## config.mk

```make
export PLATFORM = sky130hd
export DESIGN_NAME = spi_xfer_arbiter_flat
export DESIGN_NICKNAME = d
export VERILOG_FILES = /design/src/rtl/spi_xfer_arbiter_if.sv /design/src/rtl/spi_xfer_arbiter.sv /design/src/flat_wrapper.sv
export SDC_FILE = /design/constraint.sdc
export NUM_CORES = 1
export LEC_CHECK = 0
export BUFFER_PORTS_ARGS = -buffer_cell sky130_fd_sc_hd__buf_2
export CAP_MARGIN = 40
export CELL_PAD_IN_SITES_DETAIL_PLACEMENT = 0
export CELL_PAD_IN_SITES_GLOBAL_PLACEMENT = 1
export CORE_AREA = 2 2 214 216
export DETAILED_ROUTE_END_ITERATION = 10
export DIE_AREA = 0 0 216 218
export GPL_TIMING_DRIVEN = 0
export HOLD_SLACK_MARGIN = 0.06
export PLACE_DENSITY = 0.53
export SYNTH_ARGS = -nofsm -noshare
export SYNTH_HDL_FRONTEND = slang
export SYNTH_SLANG_ARGS = --single-unit
```

## constraint.sdc

```tcl
create_clock -name clk -period 7.3 [get_ports clk]
set_input_delay 0 -clock clk [delete_from_list [all_inputs] [get_ports clk]]
set_output_delay 0 -clock clk [all_outputs]
set_load 0.005 [all_outputs]
```

## src/rtl/spi_xfer_arbiter_if.sv

```systemverilog
// Requester-side bus of the SPI transfer arbiter: per-requester request and
// response handshakes plus the shared response payload.
interface spi_xfer_arbiter_if #(
  parameter int NUM_REQ = 4
);
  logic [NUM_REQ-1:0]    req_valid;
  logic [NUM_REQ-1:0]    req_ready;
  logic [NUM_REQ*64-1:0] req_tx_data;
  logic [NUM_REQ*8-1:0]  req_tx_bits;
  logic [NUM_REQ*8-1:0]  req_rx_bits;
  logic [NUM_REQ-1:0]    rsp_valid;
  logic [NUM_REQ-1:0]    rsp_ready;
  logic [63:0]           rsp_data;
  logic                  rsp_timeout;

  modport master (
    output req_valid, req_tx_data, req_tx_bits, req_rx_bits, rsp_ready,
    input  req_ready, rsp_valid, rsp_data, rsp_timeout
  );

  modport slave (
    input  req_valid, req_tx_data, req_tx_bits, req_rx_bits, rsp_ready,
    output req_ready, rsp_valid, rsp_data, rsp_timeout
  );
endinterface

```

## src/rtl/spi_xfer_arbiter.sv

```systemverilog
// Round-robin arbiter serialising requester transfers onto one SPI engine,
// with a WAIT-state timeout and a held response handshake back to the winner.
module spi_xfer_arbiter #(
  parameter int NUM_REQ        = 4,
  parameter int TIMEOUT_CYCLES = 4096
) (
  input  logic                       clk,
  input  logic                       rst,
  spi_xfer_arbiter_if.slave          bus,
  output logic [63:0]                spi_cmd,
  output logic [7:0]                 spi_tx_bits,
  output logic [7:0]                 spi_rx_bits,
  output logic                       spi_trmt,
  input  logic                       spi_rx_rdy,
  input  logic [63:0]                spi_resp,
  output logic                       spi_clr_rdy,
  output logic                       busy,
  output logic [$clog2(NUM_REQ)-1:0] grant_id
);
  localparam int                 IDW         = $clog2(NUM_REQ);
  localparam logic [16:0]        TIMEOUT_LIM = 17'(TIMEOUT_CYCLES);
  localparam logic [NUM_REQ-1:0] ONE_HOT0    = NUM_REQ'(1);

  typedef enum logic [1:0] {S_IDLE, S_LAUNCH, S_WAIT, S_RESP} state_e;

  state_e             state_q, state_d;
  logic [IDW-1:0]     grant_q, grant_d;
  logic [IDW-1:0]     rr_ptr_q, rr_ptr_d;
  logic [15:0]        cnt_q, cnt_d;
  logic [16:0]        cnt_inc;
  logic [63:0]        cmd_q, cmd_d;
  logic [63:0]        rsp_data_q, rsp_data_d;
  logic [7:0]         tx_bits_q, tx_bits_d;
  logic [7:0]         rx_bits_q, rx_bits_d;
  logic               trmt_q, trmt_d;
  logic               rsp_timeout_q, rsp_timeout_d;
  logic               busy_q, busy_d;
  logic [NUM_REQ-1:0] rsp_valid_q, rsp_valid_d;
  logic [NUM_REQ-1:0] req_ready_c;
  logic               win_found;
  int                 win_idx;
  int                 cand;

  function automatic logic [7:0] clamp64(input logic [7:0] bits);
    return (bits > 8'd64) ? 8'd64 : bits;
  endfunction

  assign cnt_inc = {1'b0, cnt_q} + 17'd1;

  // Search starts one past the last grant, so the last winner has lowest priority.
  always_comb begin : rr_search
    win_found = 1'b0;
    win_idx   = 0;
    cand      = 0;
    for (int k = 1; k <= NUM_REQ; k++) begin
      cand = int'(rr_ptr_q) + k;
      if (cand >= NUM_REQ) cand = cand - NUM_REQ;
      if (!win_found && bus.req_valid[cand]) begin
        win_found = 1'b1;
        win_idx   = cand;
      end
    end
  end

  always_comb begin : next_state
    // NOTE: every signal assigned here gets a default first so no latch is
    // inferred; blocking '=' belongs in always_comb, '<=' only in always_ff.
    state_d       = state_q;
    grant_d       = grant_q;
    rr_ptr_d      = rr_ptr_q;
    cnt_d         = cnt_q;
    cmd_d         = cmd_q;
    tx_bits_d     = tx_bits_q;
    rx_bits_d     = rx_bits_q;
    trmt_d        = 1'b0;
    rsp_valid_d   = rsp_valid_q;
    rsp_data_d    = rsp_data_q;
    rsp_timeout_d = rsp_timeout_q;
    req_ready_c   = '0;

    unique case (state_q)
      S_IDLE: begin
        if (win_found) begin
          req_ready_c[win_idx] = !rst;
          grant_d   = IDW'(win_idx);
          rr_ptr_d  = IDW'(win_idx);
          cmd_d     = bus.req_tx_data[win_idx*64 +: 64];
          tx_bits_d = clamp64(bus.req_tx_bits[win_idx*8 +: 8]);
          rx_bits_d = clamp64(bus.req_rx_bits[win_idx*8 +: 8]);
          trmt_d    = 1'b1;
          state_d   = S_LAUNCH;
        end
      end
      S_LAUNCH: begin
        cnt_d   = '0;
        state_d = S_WAIT;
      end
      S_WAIT: begin
        // A response arriving on the timeout cycle still counts as a response.
        if (spi_rx_rdy) begin
          rsp_data_d    = spi_resp;
          rsp_timeout_d = 1'b0;
          rsp_valid_d   = ONE_HOT0 << grant_q;
          state_d       = S_RESP;
        end else if (cnt_inc == TIMEOUT_LIM) begin
          rsp_data_d    = '0;
          rsp_timeout_d = 1'b1;
          rsp_valid_d   = ONE_HOT0 << grant_q;
          state_d       = S_RESP;
        end else begin
          cnt_d = cnt_inc[15:0];
        end
      end
      S_RESP: begin
        if (bus.rsp_ready[grant_q]) begin
          rsp_valid_d = '0;
          state_d     = S_IDLE;
        end
      end
      default: state_d = S_IDLE;
    endcase

    busy_d = (state_d != S_IDLE);
  end

  always_ff @(posedge clk) begin
    // NOTE: synchronous reset; the block holds no memories, so every flop is reset.
    if (rst) begin
      state_q       <= S_IDLE;
      grant_q       <= '0;
      rr_ptr_q      <= IDW'(NUM_REQ - 1);
      cnt_q         <= '0;
      cmd_q         <= '0;
      tx_bits_q     <= '0;
      rx_bits_q     <= '0;
      trmt_q        <= 1'b0;
      rsp_valid_q   <= '0;
      rsp_data_q    <= '0;
      rsp_timeout_q <= 1'b0;
      busy_q        <= 1'b0;
    end else begin
      state_q       <= state_d;
      grant_q       <= grant_d;
      rr_ptr_q      <= rr_ptr_d;
      cnt_q         <= cnt_d;
      cmd_q         <= cmd_d;
      tx_bits_q     <= tx_bits_d;
      rx_bits_q     <= rx_bits_d;
      trmt_q        <= trmt_d;
      rsp_valid_q   <= rsp_valid_d;
      rsp_data_q    <= rsp_data_d;
      rsp_timeout_q <= rsp_timeout_d;
      busy_q        <= busy_d;
    end
  end

  assign bus.req_ready   = req_ready_c;
  assign bus.rsp_valid   = rsp_valid_q;
  assign bus.rsp_data    = rsp_data_q;
  assign bus.rsp_timeout = rsp_timeout_q;
  assign spi_cmd         = cmd_q;
  assign spi_tx_bits     = tx_bits_q;
  assign spi_rx_bits     = rx_bits_q;
  assign spi_trmt        = trmt_q;
  assign spi_clr_rdy     = spi_rx_rdy;
  assign busy            = busy_q;
  assign grant_id        = grant_q;
endmodule

```

## src/flat_wrapper.sv

```systemverilog
// flat-port wrapper written by rule: the top's interface ports become plain ports
module spi_xfer_arbiter_flat 
#(
  parameter int NUM_REQ        = 4,
  parameter int TIMEOUT_CYCLES = 4096
)
  (clk, rst, spi_cmd, spi_tx_bits, spi_rx_bits, spi_trmt, spi_rx_rdy, spi_resp, spi_clr_rdy, busy, grant_id, bus_req_valid, bus_req_tx_data, bus_req_tx_bits, bus_req_rx_bits, bus_rsp_ready, bus_req_ready, bus_rsp_valid, bus_rsp_data, bus_rsp_timeout);
  spi_xfer_arbiter_if #(.NUM_REQ(NUM_REQ)) bus_i ();
  input  logic clk;
  input  logic rst;
  output logic [63:0] spi_cmd;
  output logic [7:0] spi_tx_bits;
  output logic [7:0] spi_rx_bits;
  output logic spi_trmt;
  input  logic spi_rx_rdy;
  input  logic [63:0] spi_resp;
  output logic spi_clr_rdy;
  output logic busy;
  output logic [$clog2(NUM_REQ)-1:0] grant_id;
  input wire logic [$bits(bus_i.req_valid)-1:0] bus_req_valid;
  input wire logic [$bits(bus_i.req_tx_data)-1:0] bus_req_tx_data;
  input wire logic [$bits(bus_i.req_tx_bits)-1:0] bus_req_tx_bits;
  input wire logic [$bits(bus_i.req_rx_bits)-1:0] bus_req_rx_bits;
  input wire logic [$bits(bus_i.rsp_ready)-1:0] bus_rsp_ready;
  output wire logic [$bits(bus_i.req_ready)-1:0] bus_req_ready;
  output wire logic [$bits(bus_i.rsp_valid)-1:0] bus_rsp_valid;
  output wire logic [$bits(bus_i.rsp_data)-1:0] bus_rsp_data;
  output wire logic [$bits(bus_i.rsp_timeout)-1:0] bus_rsp_timeout;
  assign bus_i.req_valid = bus_req_valid;
  assign bus_i.req_tx_data = bus_req_tx_data;
  assign bus_i.req_tx_bits = bus_req_tx_bits;
  assign bus_i.req_rx_bits = bus_req_rx_bits;
  assign bus_i.rsp_ready = bus_rsp_ready;
  assign bus_req_ready = bus_i.req_ready;
  assign bus_rsp_valid = bus_i.rsp_valid;
  assign bus_rsp_data = bus_i.rsp_data;
  assign bus_rsp_timeout = bus_i.rsp_timeout;
  spi_xfer_arbiter #(.NUM_REQ(NUM_REQ), .TIMEOUT_CYCLES(TIMEOUT_CYCLES)) u_core (.clk(clk), .rst(rst), .bus(bus_i), .spi_cmd(spi_cmd), .spi_tx_bits(spi_tx_bits), .spi_rx_bits(spi_rx_bits), .spi_trmt(spi_trmt), .spi_rx_rdy(spi_rx_rdy), .spi_resp(spi_resp), .spi_clr_rdy(spi_clr_rdy), .busy(busy), .grant_id(grant_id));
endmodule
```

Word-level counts from Yosys, hierarchy flattened

Index checks and enable logic that the tools add are counted.
Widths: inputs -> output; s select.

Bits in registers: 173
Input port bits: 395
Output and inout bits: 158
Logic and storage cells: 115

Add/subtract/negate cells: 9
Order comparisons: 13
Eq/ne operators: 8
Shift-type cells: 4
Multiplexer cells: 49
Bitwise logic cells: 2
Reductions and logical operators: 18

Operator list:

| kind                  | number |
|---|---|
| $mux 32               | 8 |
| $shiftx 256x32->64    | 1 |
| $lt 32x4->1 const B   | 5 |
| $ge 32x4->1 const B   | 4 |
| $mux 64               | 2 |
| $sub 32x4->32 const B | 4 |
| $shiftx 32x32->8      | 2 |
| $ge 32x1->1 const B   | 1 |
| $mux 16               | 2 |
| $pmux 16 s2           | 1 |
| $mux 4                | 5 |
| $add 16x1->17 const B | 1 |
| $eq 17x13->1 const B  | 1 |
| $mux 1                | 17 |
| $gt 8x7->1 const B    | 2 |
| $mux 8                | 2 |
| $bmux 1 s2            | 5 |
| $mux 2                | 4 |
| $pmux 2 s4            | 1 |
| $pmux 4 s2            | 1 |
| $reduce_bool 2->1     | 4 |
| $add 2x2->3 const B   | 2 |
| $reduce_and 3->1      | 2 |
| $add 2x3->4 const B   | 1 |
| 16 further kinds      | 25 |

Longest topological paths before layout

Gate-level depths: netlist (run 1).

Word-level depth: 23
Gate-level depth with buffers: 14
Depth with buffers taken out: 9

Least setup slack after synthesis (run 1)

No wires, ideal clock.

Path type: register to register
From: reg u_core.rr_ptr_q[0]
To: reg u_core.cmd_q[10] (netlist: u_core.spi_cmd[10])
Library setup time: 120 ps
Data arrival time: 3059 ps
Data required time: 7180 ps
Setup slack: 4122 ps
Cell stages (with the launch flop): 14
Path buffers: 4
Clock period less this slack: 3178 ps
Cell sequence: dfxtp_1 buf_6 clkbuf_1 inv_1 ha_1 mux4_2 o41ai_4 nor2_2 o21a_1 buf_6 nand2_4 buf_4 a21oi_1 a211o_1

Cells in the longest elaborated chain, start to end: 17
Elaborated cells on any way between the ends: 44
Classes of those cells: add/sub (8); order compare (4); shift (1); mux (24); reduce/logical (7)

Ends and longest elaborated chain:

| what                                                          | line                    | text |
|---|---|---|
| start, declared                                               | spi_xfer_arbiter.sv:28  | `logic [IDW-1:0] rr_ptr_q, rr_ptr_d;` |
| start signal, assigned                                        | spi_xfer_arbiter.sv:131 | `rr_ptr_q <= IDW'(NUM_REQ - 1);` |
| start signal, assigned                                        | spi_xfer_arbiter.sv:144 | `rr_ptr_q <= rr_ptr_d;` |
| $add 2x1->3                                                   | spi_xfer_arbiter.sv:56  | `cand = int'(rr_ptr_q) + k;` |
| $sub 32x4->32 / $ge 32x4->1 (equally long branches)           | spi_xfer_arbiter.sv:57  | `if (cand >= NUM_REQ) cand = cand - NUM_REQ;` |
| $mux 32                                                       | spi_xfer_arbiter.sv:57  |  |
| $bmux 1 s2                                                    | spi_xfer_arbiter.sv:58  | `if (!win_found && bus.req_valid[cand]) begin` |
| $mux 1 (implied by the code) (2 in series)                    | spi_xfer_arbiter.sv:58  |  |
| $mux 1                                                        | spi_xfer_arbiter.sv:58  |  |
| $logic_not 1->1                                               | spi_xfer_arbiter.sv:58  |  |
| $logic_and 1x1->1                                             | spi_xfer_arbiter.sv:58  |  |
| $mux 1                                                        | spi_xfer_arbiter.sv:58  |  |
| $logic_not 1->1                                               | spi_xfer_arbiter.sv:58  |  |
| $logic_and 1x1->1                                             | spi_xfer_arbiter.sv:58  |  |
| $mux 1                                                        | spi_xfer_arbiter.sv:58  |  |
| $logic_not 1->1                                               | spi_xfer_arbiter.sv:58  |  |
| $logic_and 1x1->1                                             | spi_xfer_arbiter.sv:58  |  |
| $mux 32 / $mux 1 (equally long branches)                      | spi_xfer_arbiter.sv:58  |  |
| $shiftx 256x32->64 / $reduce_and 2->1 (equally long branches) | -                       |  |
| end signal, assigned                                          | spi_xfer_arbiter.sv:146 | `cmd_q <= cmd_d;` |
| end, declared                                                 | spi_xfer_arbiter.sv:31  | `logic [63:0] cmd_q, cmd_d;` |

Parallel ways exist; a longest one is shown, timed or not. The select of a mux whose other input is x is not followed.
A chain may end at the register's enable or synchronous reset.

Final worst setup path (run 1)

From: reg u_core.rr_ptr_q[0]
To: reg u_core.cmd_q[58] (netlist: u_core.spi_cmd[58])

Same word-level chain as after synthesis.

==> flow_metrics.env, run 1 <==
export IMPL_cp_data_arrival_time_ps=5730
export IMPL_max_cap_violations=0
export IMPL_synth_most_common_cell="nand2_1"
export IMPL_critical_path_peak_fanout=10
export IMPL_fp_dieArea_um2=47100
export IMPL_postSynth_asyncResetShare_pct=0
export IMPL_grt_pass1_wl_mm=68.6
export IMPL_worstReg2RegStart="u_core.rr_ptr_q[0]"
export IMPL_share_seq_of_total_power_pct=23.5
export IMPL_grt_max_degree=18
export IMPL_layout_core_utilization_pct=34.6
export IMPL_power_ir_vdd_worst_mv=0.138
export IMPL_instances_no_fill=2538
export IMPL_critical_path_slowest_cell="dlygate4sd3_1"
export IMPL_rows=78
export IMPL_place_congestion=0.849
export IMPL_cts_sink_count=173
export IMPL_p_clk_share_pct=17.6
export IMPL_wirelength_mm=47.4
export IMPL_syn_inst=1060
export IMPL_syn_cell_area_um2=8560
export IMPL_finalMaxSlewViolations=0
export IMPL_place_inst=2212
export IMPL_worst_min_path_class="in2reg"
export IMPL_finish_instance_area_um2=15500
export IMPL_floorplan_die_width_um=216
export IMPL_post_route_drc_count=0
export IMPL_post_route_cells_drive_above_1_share_pct=33.4
export IMPL_design_final_nets=2318
export IMPL_synth_enable_flop_cells=0
export IMPL_grt_pass1_vias=11600
export IMPL_grt_overflow_total=0
export IMPL_dpl_hpwl_mm=36.5
export IMPL_worstSetupPathType="reg2reg"
export IMPL_total_switching_power_mw=2.29
export IMPL_synth_distinct_cells=58
export IMPL_netlist_area_leader_share_pct=40.5
export IMPL_power_density_nw_per_um2=336
export IMPL_num_vias=11400
export IMPL_critPathMaxStageDelay_ps=580
export IMPL_yosysSeqAreaShare_pct=40.5
export IMPL_cts_clk_slew_worst_paths_ps=70
export IMPL_detail_route_first_pass_iterations=5
export IMPL_clock_insertion_delay_worst_skew_ps=470
export IMPL_timing_final_setup_violations=0
export IMPL_synth_flop_cell="dfxtp_1"
export IMPL_slew_limit_headroom_pct=40.6
export IMPL_clock_tree_buf_depth=2
export IMPL_number_of_antenna_violations_at_the_first_check_in_global_routing=8
export IMPL_detail_route_vias_per_cell=4.49
export IMPL_timing_final_crit_share_pct=72.9
export IMPL_design_core_area_um2=44900
export IMPL_power_share_combinational_pct=58.8
export IMPL_swShare_pct=43.9
export IMPL_holdPathStages=4
export IMPL_cts_root_buffer="clkbuf_16"
export IMPL_wire_per_inst_um=18.7
export IMPL_floorplan_die_height_um=218
export IMPL_netlist_top_cells_area="dfxtp_1, nand2_1, a21oi_1"
export IMPL_worstSetupEndpointType="flop"
export IMPL_tritoncts_num_buffers=17
export IMPL_unrepaired_setup_endpoints_after_global_routing="false"
export IMPL_cts_max_level=4
export IMPL_start_util_pct=19.1
export IMPL_worst_clock_skew_ps=8.70
export IMPL_cts_tree="yes"
export IMPL_worst_setup_path_startpoint="u_core.rr_ptr_q[0]"
export IMPL_r2r_end="u_core.spi_cmd[58]"
export IMPL_gr_util_all_layers_pct=19.3
export IMPL_synth_top_area_cell="dfxtp_1"
export IMPL_dr_first_iter_drc_count=611
export IMPL_worst_endpoint_required_ps=7710
export IMPL_remaining_antenna_violation_count=0
export IMPL_timing_critical_path_depth=15
export IMPL_syn_to_final_growth_pct=81.7
export IMPL_max_freq_mhz=188
export IMPL_endpoint="u_core.spi_cmd[58]"
export IMPL_ys_seq_elements=173
export IMPL_rrSetupSlack_ps=1980
export IMPL_average_size_of_a_mapped_cell_um2=8.07
export IMPL_worstMarginPinSlew_ps=886
export IMPL_filler_cell_count=4887
export IMPL_design_portCount=553
export IMPL_synth_yosys_warnings=0
export IMPL_finalCriticalPeriod_ps=5320
export IMPL_critical_path_top_delay_family="buffers and inverters"
export IMPL_number_of_cell_instances_on_the_worst_register_to_register_path=15
export IMPL_place_port_buffers=551
export IMPL_cellInternalPower_mw=2.93
export IMPL_worst_setup_start_kind="flop"
export IMPL_critPathBufInv=7
export IMPL_detailed_place_area_um2=12100
export IMPL_run_status="finished clean"
export IMPL_synth_fp_nets=1459
export IMPL_crit_path_cell_trace="buf_6 -> clkbuf_1 -> inv_1 -> ha_1 -> mux4_2 -> nor3_1 -> nand3_1 -> nand2_1 -> buf_2 -> clkbuf_1 -> nand2_1 -> a21oi_1 -> dlygate4sd3_1 -> a211o_1 -> dlygate4sd3_1"
export IMPL_synth_commonest_cells="nand2_1, dfxtp_1, a21oi_1"
export IMPL_power_static_leakage_nw=8.09
export IMPL_setup_total_negative_slack_ps=0
export IMPL_hold_violations=0
routing by layer:
metal,vias to the layer above,wire [µm],GRT usage [%]
met3,78,3120,4.23
met2,491,23200,33.8
met4,4,1760,8.90
li1,5512,-,-
met1,5310,19300,22.4
met5,-,27,0
power by group through the flow:
| stage | clock, mW | combinational (mW) | sequential [mW] |
|---|---|---|---|
| after floorplan | 0 | 1.47 | 1.25 |
| after global placement | 0 | 2.51 | 1.24 |
| after detailed placement | 0 | 2.54 | 1.25 |
| after CTS | 0.959 | 3.09 | 1.23 |
| after global routing | 0.984 | 3.37 | 1.25 |
| final | 0.921 | 3.08 | 1.23 |
cell usage in the layout, fill, tap and decap left out, types with 4 or more instances in the layout:
master / count
a21oi_1: 158
dfxtp_1: 173
mux2_2: 9
nand4_1: 7
buf_2: 580
nor4_1: 4
a22oi_1: 6
nand3_1: 12
nand2b_1: 9
a22o_1: 71
buf_4: 8
and2_1: 7
inv_6: 4
nand2_1: 304
dlygate4sd3_1: 288
o21ai_0: 8
diode_2: 6
nor2_1: 27
nor3_1: 7
mux4_2: 5
a32o_1: 5
clkbuf_1: 41
o221ai_1: 6
inv_1: 11
a211o_1: 67
ha_1: 4
mux2i_1: 24
clkbuf_16: 17
worst reg2reg max path, stage by stage (launching register included):
cell           delay, ps
dfxtp_1              350
buf_6                160
clkbuf_1             440
inv_1                210
ha_1                 450
mux4_2               400
nor3_1               300
nand3_1              130
nand2_1              460
buf_2                360
clkbuf_1             510
nand2_1              110
a21oi_1              180
dlygate4sd3_1        580
a211o_1               90
dlygate4sd3_1        530
cell families after synthesis:
group,Yosys count,synth area share (%)
AOI/OAI and AO/OA,351,28.8
and+or+nand+nor,398,19.4
DFF,173,40.5
xor gates and xnor gates,4,0.410
adders and majority gates,4,0.585
buffers and inverters,92,4.99
muxes,38,5.31
area by class of cell:
cell class              instances  area [µm²]  share of cell area [%]
diodes                          6        15.0                  0.0966
inverters                      11        41.3                   0.266
repair buffers                840        5660                    36.4
flip-flops and latches        173        3460                    22.3
clock buffers                  18         439                    2.83
clock inverters                14         129                   0.829
multi-input cells             795        4670                    30.0
well taps                     600         751                    4.83
plain buffers                  81         385                    2.48
sequential cells by signal (all words and copies together) (netlist names):
name	flops
u_core.state_q	2
u_core.cnt_q	16
u_core.bus.rsp_data	64
u_core.busy	1
u_core.grant_id	2
u_core.rr_ptr_q	2
u_core.bus.rsp_valid	4
u_core.bus.rsp_timeout	1
u_core.spi_cmd	64
u_core.spi_rx_bits	8
u_core.spi_tx_bits	8
u_core.spi_trmt	1
metrics by stage:
stage | worst slack [ps] | power [mW] | hold slack, ps
after CTS | 1960 | 5.28 | 60.8
after global placement | 2710 | 3.76 | 209
final | 1980 | 5.23 | 82.7
after global routing | 1530 | 5.61 | 94.8
after floorplan | 4120 | 2.72 | 80.8
after detailed placement | 2830 | 3.79 | 213
worst min path at each step:
| stage | from | end | slack, ps |
|---|---|---|---|
| after floorplan | spi_rx_rdy | spi_clr_rdy | 80 |
| after global placement | spi_resp[0] | u_core.bus.rsp_data[0] | 210 |
| after detailed placement | spi_resp[22] | u_core.bus.rsp_data[22] | 210 |
| after CTS | bus_req_tx_bits[13] | u_core.spi_tx_bits[5] | 60 |
| after global routing | bus_req_tx_bits[13] | u_core.spi_tx_bits[5] | 90 |
| final | bus_req_tx_bits[13] | u_core.spi_tx_bits[5] | 80 |
timing repair:
action / 4_1_cts / 5_1_grt
hold buffers: 288 / 0
resized for setup: 0 / 0
endpoints found under the hold margin: 145 / 0
buffers inserted: 0 / 0
No activity file was read; power rests on OpenSTA's default activity.
==> inputs of run 2 (changes only) <==
--- a/config.mk
+++ b/config.mk
@@ -9,9 +9,9 @@
 export CAP_MARGIN = 40
 export CELL_PAD_IN_SITES_DETAIL_PLACEMENT = 0
 export CELL_PAD_IN_SITES_GLOBAL_PLACEMENT = 1
-export CORE_AREA = 2 2 214 216
+export CORE_AREA = 2 2 215 217
 export DETAILED_ROUTE_END_ITERATION = 10
-export DIE_AREA = 0 0 216 218
+export DIE_AREA = 0 0 217 219
 export GPL_TIMING_DRIVEN = 0
 export HOLD_SLACK_MARGIN = 0.06
 export PLACE_DENSITY = 0.53
==> constraint.sdc (replaced) <==
create_clock -name clk -period 4.9 [get_ports clk]
set_input_delay 0 -clock clk [delete_from_list [all_inputs] [get_ports clk]]
set_output_delay 0 -clock clk [all_outputs]
set_load 0.005 [all_outputs]
==> flow_metrics.env, run 2 (same netlist as run 1, synthesis figures left out) <==
export IMPL_run_status="finished clean"
export IMPL_cts_max_level=4
export IMPL_grt_pass1_vias=12000
export IMPL_worst_endpoint_required_ps=5300
export IMPL_syn_to_final_growth_pct=89.1
export IMPL_critPathMaxStageDelay_ps=630
export IMPL_share_seq_of_total_power_pct=24.2
export IMPL_number_of_antenna_violations_at_the_first_check_in_global_routing=12
export IMPL_critical_path_slowest_cell="dlygate4sd3_1"
export IMPL_slew_limit_headroom_pct=42.6
export IMPL_dpl_hpwl_mm=36.9
export IMPL_worst_setup_start_kind="flop"
export IMPL_r2r_end="u_core.spi_tx_bits[3]"
export IMPL_post_route_cells_drive_above_1_share_pct=32.4
export IMPL_hp_start="bus_req_tx_bits[8]"
export IMPL_worstMarginPinSlew_ps=861
export IMPL_number_of_cell_instances_on_the_worst_register_to_register_path=14
export IMPL_filler_cell_count=4840
export IMPL_tritoncts_num_buffers=17
export IMPL_holdPathStages=4
export IMPL_critical_path_peak_fanout=10
export IMPL_pre_cts_ws_ps=363
export IMPL_clock_tree_buf_depth=2
export IMPL_post_route_drc_count=0
export IMPL_timing_final_crit_share_pct=92.2
export IMPL_cellInternalPower_mw=4.20
export IMPL_design_portCount=553
export IMPL_wirelength_mm=48.6
export IMPL_max_freq_mhz=221
export IMPL_cts_tree="yes"
export IMPL_num_vias=11500
export IMPL_cp_data_arrival_time_ps=4920
export IMPL_remaining_antenna_violation_count=0
export IMPL_cts_sink_count=173
export IMPL_cts_clk_slew_worst_paths_ps=70
export IMPL_timing_final_setup_violations=0
export IMPL_setup_total_negative_slack_ps=0
export IMPL_setup_ws_ps=382
export IMPL_sequential_cell_area_um2=3460
export IMPL_grt_pass1_wl_mm=69.9
export IMPL_gr_util_all_layers_pct=19.5
export IMPL_floorplan_die_height_um=219
export IMPL_detail_route_vias_per_cell=4.43
export IMPL_cts_setup_buffers=0
export IMPL_worstReg2RegStart="u_core.rr_ptr_q[0]"
export IMPL_design_power_total_mw=7.56
export IMPL_start_util_pct=19.0
export IMPL_power_density_nw_per_um2=467
export IMPL_critical_path_top_delay_family="buffers and inverters"
export IMPL_fin_worst_hold_slack_ps=107
export IMPL_hold_violations=0
export IMPL_place_congestion=0.855
export IMPL_wire_per_inst_um=18.7
export IMPL_fp_dieArea_um2=47500
export IMPL_finalCriticalPeriod_ps=4520
export IMPL_design_final_nets=2382
export IMPL_crit_path_cell_trace="buf_6 -> clkbuf_2 -> inv_1 -> ha_1 -> mux4_2 -> nor3_1 -> a221o_1 -> and2_1 -> buf_2 -> clkbuf_1 -> a21oi_1 -> a22oi_1 -> dlygate4sd3_1 -> a22o_1"
export IMPL_worstSetupEndpointType="flop"
export IMPL_grt_max_degree=17
export IMPL_design_core_area_um2=45100
export IMPL_critPathBufInv=6
export IMPL_detail_route_first_pass_iterations=5
export IMPL_worst_min_path_class="in2reg"
export IMPL_most_common_cell_after_layout_fill_and_taps_aside="buf_2"
export IMPL_max_cap_violations=0
export IMPL_p_clk_share_pct=18.0
export IMPL_power_ir_vdd_worst_mv=0.237
export IMPL_worstSetupPathType="reg2reg"
export IMPL_worst_clock_skew_ps=7.78
export IMPL_power_static_leakage_nw=8.30
export IMPL_timing_hold_worst_endpoint="u_core.spi_tx_bits[0]"
export IMPL_grt_overflow_total=0
export IMPL_most_common_layout_cells="buf_2, dlygate4sd3_1, nand2_1"
export IMPL_dr_first_iter_drc_count=551
export IMPL_power_share_combinational_pct=57.8
export IMPL_clock_insertion_delay_worst_skew_ps=460
export IMPL_swShare_pct=44.5
export IMPL_place_port_buffers=551
export IMPL_area_of_the_multi_input_gates_um2=4670
export IMPL_floorplan_die_width_um=217
export IMPL_rrSetupSlack_ps=380
export IMPL_rows=78
export IMPL_finalMaxSlewViolations=0
export IMPL_unrepaired_setup_endpoints_after_global_routing="false"
export IMPL_cts_root_buffer="clkbuf_16"
export IMPL_total_switching_power_mw=3.36
## run 2: cell types whose count changed in the layout (fill, tap and decap cells not counted), sizes merged
cell,before,now
dlygate4sd3,288,351
clkbuf,59,62
diode,6,8
inv,18,16
buf,592,593
clkinv,6,5
## run 2: through the flow
stage          cells  area (µm²)  util [%]
6_report        2604       16200      35.9
5_1_grt         2603       16200      35.9
2_1_floorplan   1060        8560         -
3_3_place_gp    2211       12100      26.8
4_1_cts         2596       16200      35.8
3_5_place_dp    2213       12100      26.8
## run 2: repair_timing
item                                    in CTS  in global routing
endpoints found under the setup margin       0                 54
hold buffers                               351                  0
endpoints found under the hold margin      145                  0
gates resized for setup                      0                  3
## run 2: layout make-up
cell class / instances / share of cell area (%)
repair buffers: 904 / 38.9
flip-flops and latches: 173 / 21.4
clock inverters: 11 / 0.619
multi-input cells: 795 / 28.9
plain buffers: 81 / 2.39
well taps: 600 / 4.64
clock buffers: 21 / 2.85
diodes: 8 / 0.124
inverters: 11 / 0.255
## run 2: worst min-delay path, cell delays in order
cell     delay [ps]
buf_2           100
nand2_1          50
a22oi_1         140
a22o_1          220
## run 2: worst max-delay path by stage
stage / slack [ps] / depth (start not counted) / from / end
after floorplan: 1720 / 13 / u_core.rr_ptr_q[0] / u_core.spi_cmd[10]
after global placement: 380 / 13 / u_core.rr_ptr_q[0] / u_core.spi_rx_bits[3]
after detailed placement: 360 / 11 / u_core.rr_ptr_q[0] / u_core.spi_rx_bits[1]
after CTS: 20 / 14 / u_core.rr_ptr_q[0] / u_core.spi_cmd[31]
after global routing: 60 / 15 / u_core.rr_ptr_q[0] / u_core.spi_cmd[62]
final: 380 / 14 / u_core.rr_ptr_q[0] / u_core.spi_tx_bits[3]
## run 2: routing by layer
layer / part of all wire (%) / vias to the layer above / routed length, µm / track usage [%]
met3: 6.6 / 81 / 3210 / 4.62
met2: 49 / 486 / 23600 / 34.0
met1: 41 / 5325 / 19900 / 22.4
met5: 0.12 / - / 59 / 0
met4: 3.7 / 10 / 1790 / 9.06
li1: - / 5644 / - / -
## run 2: power groups by stage
stage | Sequential, mW | Combinational [mW] | Clock (mW)
finish | 1.83 | 4.37 | 1.36
global route | 1.87 | 4.78 | 1.46
CTS | 1.83 | 4.40 | 1.41
detailed placement | 1.86 | 3.78 | 0
global placement | 1.86 | 3.78 | 0
floorplan | 1.87 | 2.19 | 0
==> inputs of run 3 (changes only) <==
--- a/config.mk
+++ b/config.mk
@@ -7,14 +7,12 @@
 export LEC_CHECK = 0
 export BUFFER_PORTS_ARGS = -buffer_cell sky130_fd_sc_hd__buf_2
 export CAP_MARGIN = 40
-export CELL_PAD_IN_SITES_DETAIL_PLACEMENT = 0
-export CELL_PAD_IN_SITES_GLOBAL_PLACEMENT = 1
-export CORE_AREA = 2 2 215 217
+export CORE_AREA = 2 2 217 219
 export DETAILED_ROUTE_END_ITERATION = 10
-export DIE_AREA = 0 0 217 219
+export DIE_AREA = 0 0 219 221
 export GPL_TIMING_DRIVEN = 0
 export HOLD_SLACK_MARGIN = 0.06
-export PLACE_DENSITY = 0.53
+export PLACE_DENSITY = 0.38
 export SYNTH_ARGS = -nofsm -noshare
 export SYNTH_HDL_FRONTEND = slang
 export SYNTH_SLANG_ARGS = --single-unit
==> flow_metrics.env, run 3 (same netlist as run 1, synthesis figures left out) <==
export IMPL_grt_max_degree=19
export IMPL_power_density_nw_per_um2=472
export IMPL_fp_dieArea_um2=48400
export IMPL_worst_setup_path_startpoint="u_core.rr_ptr_q[0]"
export IMPL_cts_sink_count=173
export IMPL_finalCriticalPeriod_ps=4600
export IMPL_run_status="finished clean"
export IMPL_detail_route_vias_per_cell=4.43
export IMPL_dpl_hpwl_mm=36.1
export IMPL_cts_setup_buffers=0
export IMPL_post_route_cells_drive_above_1_share_pct=32.5
export IMPL_grt_pass1_vias=11900
export IMPL_finish_instance_area_um2=16300
export IMPL_dr_first_iter_drc_count=578
export IMPL_gr_util_all_layers_pct=18.9
export IMPL_worstMarginPinSlew_ps=825
export IMPL_detailed_place_area_um2=12100
export IMPL_worstSetupEndpointType="flop"
export IMPL_max_freq_mhz=217
export IMPL_most_common_cell_after_layout_fill_and_taps_aside="buf_2"
export IMPL_start_util_pct=18.6
export IMPL_floorplan_die_width_um=219
export IMPL_rows=79
export IMPL_worstReg2RegStart="u_core.rr_ptr_q[0]"
export IMPL_worst_clock_skew_ps=9.80
export IMPL_critPathMaxStageDelay_ps=660
export IMPL_cp_data_arrival_time_ps=4910
export IMPL_cts_tree="yes"
export IMPL_max_cap_violations=0
export IMPL_crit_path_cell_trace="buf_6 -> clkbuf_2 -> inv_1 -> ha_1 -> mux4_2 -> nor2b_1 -> nor2_1 -> o22ai_2 -> buf_2 -> mux2i_1 -> dlygate4sd3_1 -> o221ai_1"
export IMPL_critical_path_peak_fanout=10
export IMPL_worst_min_path_class="in2reg"
export IMPL_unrepaired_setup_endpoints_after_global_routing="false"
export IMPL_power_static_leakage_nw=8.35
export IMPL_grt_overflow_total=0
export IMPL_finalMaxSlewViolations=0
export IMPL_wirelength_mm=47.2
export IMPL_timing_final_setup_violations=0
export IMPL_worst_endpoint_required_ps=5210
export IMPL_syn_to_final_growth_pct=90.2
export IMPL_cts_max_level=4
export IMPL_cts_root_buffer="clkbuf_16"
export IMPL_most_common_layout_cells="buf_2, dlygate4sd3_1, nand2_1"
export IMPL_wire_per_inst_um=18.1
export IMPL_slew_limit_headroom_pct=45.0
export IMPL_design_core_area_um2=46100
export IMPL_hp_start="bus_req_tx_data[34]"
export IMPL_tritoncts_num_buffers=17
export IMPL_post_route_drc_count=0
export IMPL_place_port_buffers=551
export IMPL_cts_clk_slew_worst_paths_ps=80
export IMPL_critical_path_slowest_cell="dlygate4sd3_1"
export IMPL_floorplan_die_height_um=221
export IMPL_hold_violations=0
export IMPL_remaining_antenna_violation_count=0
export IMPL_setup_total_negative_slack_ps=0
export IMPL_critical_path_top_delay_family="buffers and inverters"
export IMPL_worstSetupPathType="reg2reg"
export IMPL_design_portCount=553
export IMPL_number_of_antenna_violations_at_the_first_check_in_global_routing=5
export IMPL_place_congestion=0.889
export IMPL_clock_insertion_delay_worst_skew_ps=450
export IMPL_critPathBufInv=5
export IMPL_worst_setup_start_kind="flop"
export IMPL_clock_tree_buf_depth=2
export IMPL_power_ir_vdd_worst_mv=0.218
export IMPL_num_vias=11500
export IMPL_design_final_nets=2384
export IMPL_detail_route_first_pass_iterations=6
export IMPL_grt_pass1_wl_mm=69.3
export IMPL_timing_final_crit_share_pct=93.9
-- run 3: cell type report --
class / instances / area [µm²]
multi-input combinational: 795 / 4670
inverter: 11 / 41.3
sequential: 173 / 3460
antenna: 2 / 5.00
buffer: 81 / 387
timing repair buffer: 906 / 6310
tap: 607 / 759
fill: 4893 / 29800
clock buffer: 17 / 425
clock inverter: 15 / 219
-- run 3: through the flow --
step	power, mW	hold WS, ps	setup slack, ps	util, %	std cells
finish	7.69	77.3	300	35.3	2607
global route	8.26	62.3	4.89	35.3	2607
CTS	7.78	63.7	15.0	35.3	2605
detailed placement	5.61	214	56.1	26.2	2220
global placement	5.60	209	101	26.2	2218
floorplan	4.05	80.8	1720	-	1060
-- run 3: final timing paths --
kind                                              end  slack, ps  cells past startpoint
worst min register to register     u_core.spi_cmd[37]        460                      1
worst min-delay path               u_core.spi_cmd[34]         80                      4
worst max register to register  u_core.spi_rx_bits[5]        300                     12
worst max-delay path            u_core.spi_rx_bits[5]        300                     12
-- run 3: worst register-to-register path, delay by kind of cell, from the launching register on --
family / cells / cell delay [ps]
buf+inv: 5 / 1810
mux: 2 / 710
compound gates: 2 / 670
simple gates: 2 / 480
fa+ha+maj: 1 / 410
flops: 1 / 370
-- run 3: timing repair --
item	CTS	global route
setup endpoints to repair	0	54
hold endpoints to repair	145	0
resized for setup	0	3
hold buffers	353	0
-- run 3: layer usage --
metal | routed length (µm) | track usage [%]
met1 | 19300 | 21.4
met3 | 3020 | 4.25
met5 | 39 | 0
met2 | 22300 | 32.5
met4 | 2510 | 10.5
-- run 3: where the power goes --
part	switching, mW	internal [mW]	total [mW]
clock network	0.704	0.834	1.54
registers	0.150	1.68	1.83
logic	2.52	1.80	4.32
total	3.37	4.32	7.69
